File: src/rtl/pc_sequencer.sv
// Program-counter sequencer: launches one of three resident programs, steps or
// branches the PC each cycle, and reports completion, faults and retired count.
module pc_sequencer #(
   parameter logic [7:0] ENTRY0    = 8'd0,
   parameter logic [7:0] ENTRY1    = 8'd27,
   parameter logic [7:0] ENTRY2    = 8'd46,
   parameter logic [7:0] PC_MAX    = 8'd65,
   parameter logic [8:0] HALT_CODE = 9'h000
) (
   input  logic        Clk,
   input  logic        Reset,
   input  logic        Start,
   input  logic [1:0]  ProgSel,
   input  logic [8:0]  Iptr,
   input  logic        BranchTaken,
   input  logic [7:0]  BranchTarget,
   input  logic        Stall,
   output logic [7:0]  PC,
   output logic        Busy,
   output logic        Done,
   output logic        Fault,
   output logic [15:0] InstrCount
);

   typedef enum logic [1:0] {
      IDLE = 2'd0,
      RUN  = 2'd1,
      DONE = 2'd2
   } state_t;

   state_t      state;
   state_t      nextState;
   logic [7:0]  pcNext;
   logic [15:0] countNext;
   logic [15:0] countInc;
   logic        faultNext;

   // Retired-instruction count sticks at all-ones rather than wrapping.
   assign countInc = (InstrCount == 16'hFFFF) ? InstrCount : InstrCount + 16'd1;

   assign Busy = (state == RUN);
   assign Done = (state == DONE);

   always_ff @(posedge Clk or posedge Reset) begin
      if (Reset) begin
         state      <= IDLE;
         PC         <= 8'd0;
         InstrCount <= 16'd0;
         Fault      <= 1'b0;
      end else begin
         state      <= nextState;
         PC         <= pcNext;
         InstrCount <= countNext;
         Fault      <= faultNext;
      end
   end

   // Halt outranks a branch, which outranks the end-of-memory check.
   always_comb begin
      nextState = state;
      pcNext    = PC;
      countNext = InstrCount;
      faultNext = Fault;
      case (state)
         IDLE: begin
            if (Start) begin
               if (ProgSel == 2'd3) begin
                  faultNext = 1'b1;
               end else begin
                  nextState = RUN;
                  countNext = 16'd0;
                  faultNext = 1'b0;
                  case (ProgSel)
                     2'd0:    pcNext = ENTRY0;
                     2'd1:    pcNext = ENTRY1;
                     default: pcNext = ENTRY2;
                  endcase
               end
            end
         end
         RUN: begin
            if (!Stall) begin
               if (Iptr == HALT_CODE) begin
                  nextState = DONE;
               end else if (BranchTaken) begin
                  pcNext    = BranchTarget;
                  countNext = countInc;
                  if (BranchTarget > PC_MAX) begin
                     faultNext = 1'b1;
                     nextState = DONE;
                  end
               end else if (PC == PC_MAX) begin
                  faultNext = 1'b1;
                  nextState = DONE;
                  countNext = countInc;
               end else begin
                  pcNext    = PC + 8'd1;
                  countNext = countInc;
               end
            end
         end
         DONE: begin
            nextState = IDLE;
         end
         default: begin
            nextState = IDLE;
         end
      endcase
   end

endmodule

File: config.mk
export PLATFORM = sky130hd
export DESIGN_NAME = pc_sequencer
export DESIGN_NICKNAME = d
export VERILOG_FILES = /design/src/rtl/pc_sequencer.sv
export SDC_FILE = /design/constraint.sdc
export NUM_CORES = 1
export LEC_CHECK = 0
export ABC_AREA = 1
export BUFFER_PORTS_ARGS = -buffer_cell sky130_fd_sc_hd__buf_4
export CAP_MARGIN = 20
export CORE_MARGIN = 8
export CORE_UTILIZATION = 43
export DETAILED_ROUTE_END_ITERATION = 8
export GPL_TIMING_DRIVEN = 1
export PLACE_DENSITY = 0.7
export SETUP_SLACK_MARGIN = 0.1
export SYNTH_ARGS = -nofsm -noshare
export SYNTH_HDL_FRONTEND = slang
export SYNTH_SLANG_ARGS = --single-unit
File: constraint.sdc
create_clock -name Clk -period 2.1 [get_ports Clk]
set_clock_uncertainty 0.15 [all_clocks]
set_input_delay 0.105 -clock Clk [delete_from_list [all_inputs] [get_ports Clk]]
set_output_delay 0.105 -clock Clk [all_outputs]
set_load 0.01 [all_outputs]
==> impl_metrics.tcl <==
set metrics [dict create \
    cp-start-kind "register" \
    post-cts-setup-buffer-count 0 \
    syn_area_per_cell_sq_um 6.276 \
    grt-ovfl-total 0 \
    grt_pass1_wl_um 9466 \
    slowest_stage "dfrtp_1" \
    pre_cts_ws_ns 0.2168 \
    drv_slew 0 \
    drt_iter0_drc 107 \
    diodes 0 \
    antenna_found_initial 0 \
    synth-simple-area-share_pct 46.52 \
    crit_path_end_kind "register" \
    synth_area_leaders "dfrtp_1 (34%), nand2_1 (26%), nor2_1 (8.5%), inv_1 (4.7%), nand3_1 (4.3%)" \
    crit_buf_inv 1 \
    cts.sinks 27 \
    placed_area_sq_um 2434 \
    synth_top_area_share_pct 34.18 \
    hold_path.class "in -> reg" \
    row_count 24 \
    status "completed" \
    ys_ff_latch 27 \
    seq_area_frac_synth_pct 34.18 \
    path_depth 8 \
    power_leakage_nw 1.306 \
    ir_worst_vdd_mv 0.3476 \
    critPathMaxStageDelay_ns 0.44 \
    fp.coreArea_sq_um 4384 \
    period_share_pct 87.18 \
    fin_tns_setup_ns 0 \
    cts_tree "built" \
    fmax_mhz 546.2 \
    whs_ns 0.01673 \
    clkLatencyLatePin_ns 0.28 \
    synth_compound_area_share_pct 6.266 \
    final_area_sq_um 2512 \
    cts_root_buf "clkbuf_8" \
    synthAdderAreaFrac_pct 1.899 \
    cpLargestDelayFamily "simple AND/OR/NAND/NOR gates" \
    crit_chain "ha_1 > nand3_1 > inv_2 > nand3_2 > o21ai_2 > nor2_4 > nand2_1 > nand2_1" \
    grt_pass1_vias 2020 \
    ys_types 29 \
    synth_top_family_by_area "simple AND/OR/NAND/NOR gates" \
    synth_top_area_cell "dfrtp_1" \
    die_width_um 83.81 \
    clock_path_buffers 2 \
    gp_congestion 0.8549 \
    grt_max_degree 28 \
    critPathArrivalTime_ns 1.90 \
    max_cap_viol_count 0 \
    hold_depth 5 \
    via_per_inst 4.943 \
    nNetsFinal 400 \
    synth_area_sq_um 1977 \
    port_buffers 50 \
    rsz0062_at_grt "false" \
    finalCriticalPeriod_ns 1.831 \
    critPathKind "reg -> reg" \
    async_flop_share_pct 100.0 \
    synth_edf_count 0 \
    setup_violations 0 \
    ys.flop_type "dfrtp_1" \
    synthMuxAreaShare_pct 0 \
    dp_hpwl_um 4166 \
    wirelength_um 5414 \
    crit_required_ns 2.17 \
    grt_usage_pct 15.81 \
    fillers 433 \
    initial_core_util_pct 45.09 \
    syn_inst 315 \
    layout_setup_ws_ns 0.2692 \
    synthToLayoutAreaGrowth_pct 27.09 \
    num_io_pins 51 \
    cp_common_cell "nand2_1" \
    dr.pass1.iters 4 \
    ant_nets 0 \
    worstMarginPinSlew_ns 0.3830 \
    yosysWarnings 0 \
    slew_headroom_pct 74.40 \
    synth_nets 342 \
    path_clk_slew_ns 0.09 \
    htree_num_levels 1 \
    power_density_nw_per_um2 900.9 \
    die_area_sq_um 7023 \
    die_height_um 83.81 \
    layout-drive-gt1-share_pct 20.16 \
    drc 0 \
    finalHoldViolCount 0 \
    path_max_fanout 16 \
    synth-xor-area-share_pct 3.987 \
    vias 2096 \
    r2r.worst_path.cells 8 \
    numCtsBuffers 3 \
    routedWlPerCell_um 12.77 \
]
-- worst min-delay path, cell delays in order --
cell and delay, ns:
buf_4 0.08, nand2_1 0.04, o21ai_0 0.07, nand2_1 0.06, nand2_1 0.05
-- cells by family (layout without fill, tap and decap cells) --
group | count (synthesis) | after routing
simple gates | 221 | 221
flops | 27 | 27
buf+inv | 34 | 91
compound gates | 21 | 21
xor+xnor | 9 | 9
fa+ha+maj | 3 | 3
-- per-layer routing --
layer	wire, um	part of all wire (%)	track usage (%)
met1	2673	49	21.33
met2	2339	43	24.21
met3	359	6.6	4.102
met4	41	0.76	4.082
met5	0	0	0
-- cell type report --
| cell class | instances | area, sq um | area share, % |
|---|---|---|---|
| clock inverters | 1 | 5.005 | 0.1992 |
| multi-input cells | 254 | 1172 | 46.66 |
| flip-flops and latches | 27 | 675.6 | 26.89 |
| clock buffers | 3 | 41.29 | 1.643 |
| inverters | 28 | 105.1 | 4.183 |
| repair buffers | 59 | 447.9 | 17.83 |
| well taps | 52 | 65.06 | 2.590 |
-- synth_stat cells, types with 3 or more instances --
library cell	n
nand2_1	139
nor2_1	45
dfrtp_1	27
inv_1	25
nand3_1	17
o21ai_0	14
nand4_1	6
xor2_1	5
xnor2_1	4
ha_1	3
inv_2	3
nor2_2	3
nor2_4	3
-- stage by stage --
stage,std cells,utilization [%],power [W]
floorplan,315,-,0.001548
global placement,418,55.51,0.001943
detailed placement,418,55.51,0.001957
CTS,424,57.02,0.002263
global route,424,57.31,0.002485
finish,424,57.31,0.002263
-- sequential cells by signal (all words and copies together), names as in the netlist --
| name | cells |
|---|---|
| Fault | 1 |
| InstrCount | 16 |
| PC | 8 |
| state | 2 |
-- final timing paths --
| check | endpoint | start | slack, ns |
|---|---|---|---|
| worst max-delay path | InstrCount[5]$_DFFE_PP0P_ | InstrCount[0]$_DFFE_PP0P_ | 0.27 |
| worst min-delay path | PC[6]$_DFFE_PP0P_ | BranchTarget[6] | 0.02 |
| worst max register to register | InstrCount[5]$_DFFE_PP0P_ | InstrCount[0]$_DFFE_PP0P_ | 0.27 |
| worst min register to register | Fault$_DFFE_PP0P_ | Fault$_DFFE_PP0P_ | 0.37 |
| max in group asynchronous | Fault$_DFFE_PP0P_ | Reset | 1.25 |
| min in group asynchronous | InstrCount[9]$_DFFE_PP0P_ | Reset | 0.29 |
-- report_power, final --
part | total [W] | internal [W] | switching (W)
Sequential | 0.000756 | 0.000625 | 0.000131
Combinational | 0.00121 | 0.000452 | 0.000755
Clock | 0.000300 | 0.000133 | 0.000167
Total | 0.00226 | 0.00121 | 0.00105
-- cells in the final DEF (no fill, tap or decap), types with 3 or more instances in the layout --
master,synthesis,routed
nand4_1,6,6
xnor2_1,4,4
xor2_1,5,5
dfrtp_1,27,27
o21ai_0,14,14
nor2_4,3,3
inv_2,3,3
nor2_1,45,45
inv_1,25,25
buf_4,1,57
nor2_2,3,3
clkbuf_8,0,3
nand2_1,139,139
ha_1,3,3
nand3_1,17,17
-- timing repair --
item,in CTS,in global routing
hold buffers,2,0
setup endpoints to repair,0,18
endpoints found under the hold margin,28,0
gates resized for setup,0,2
Power figures use the tool's default switching activity.
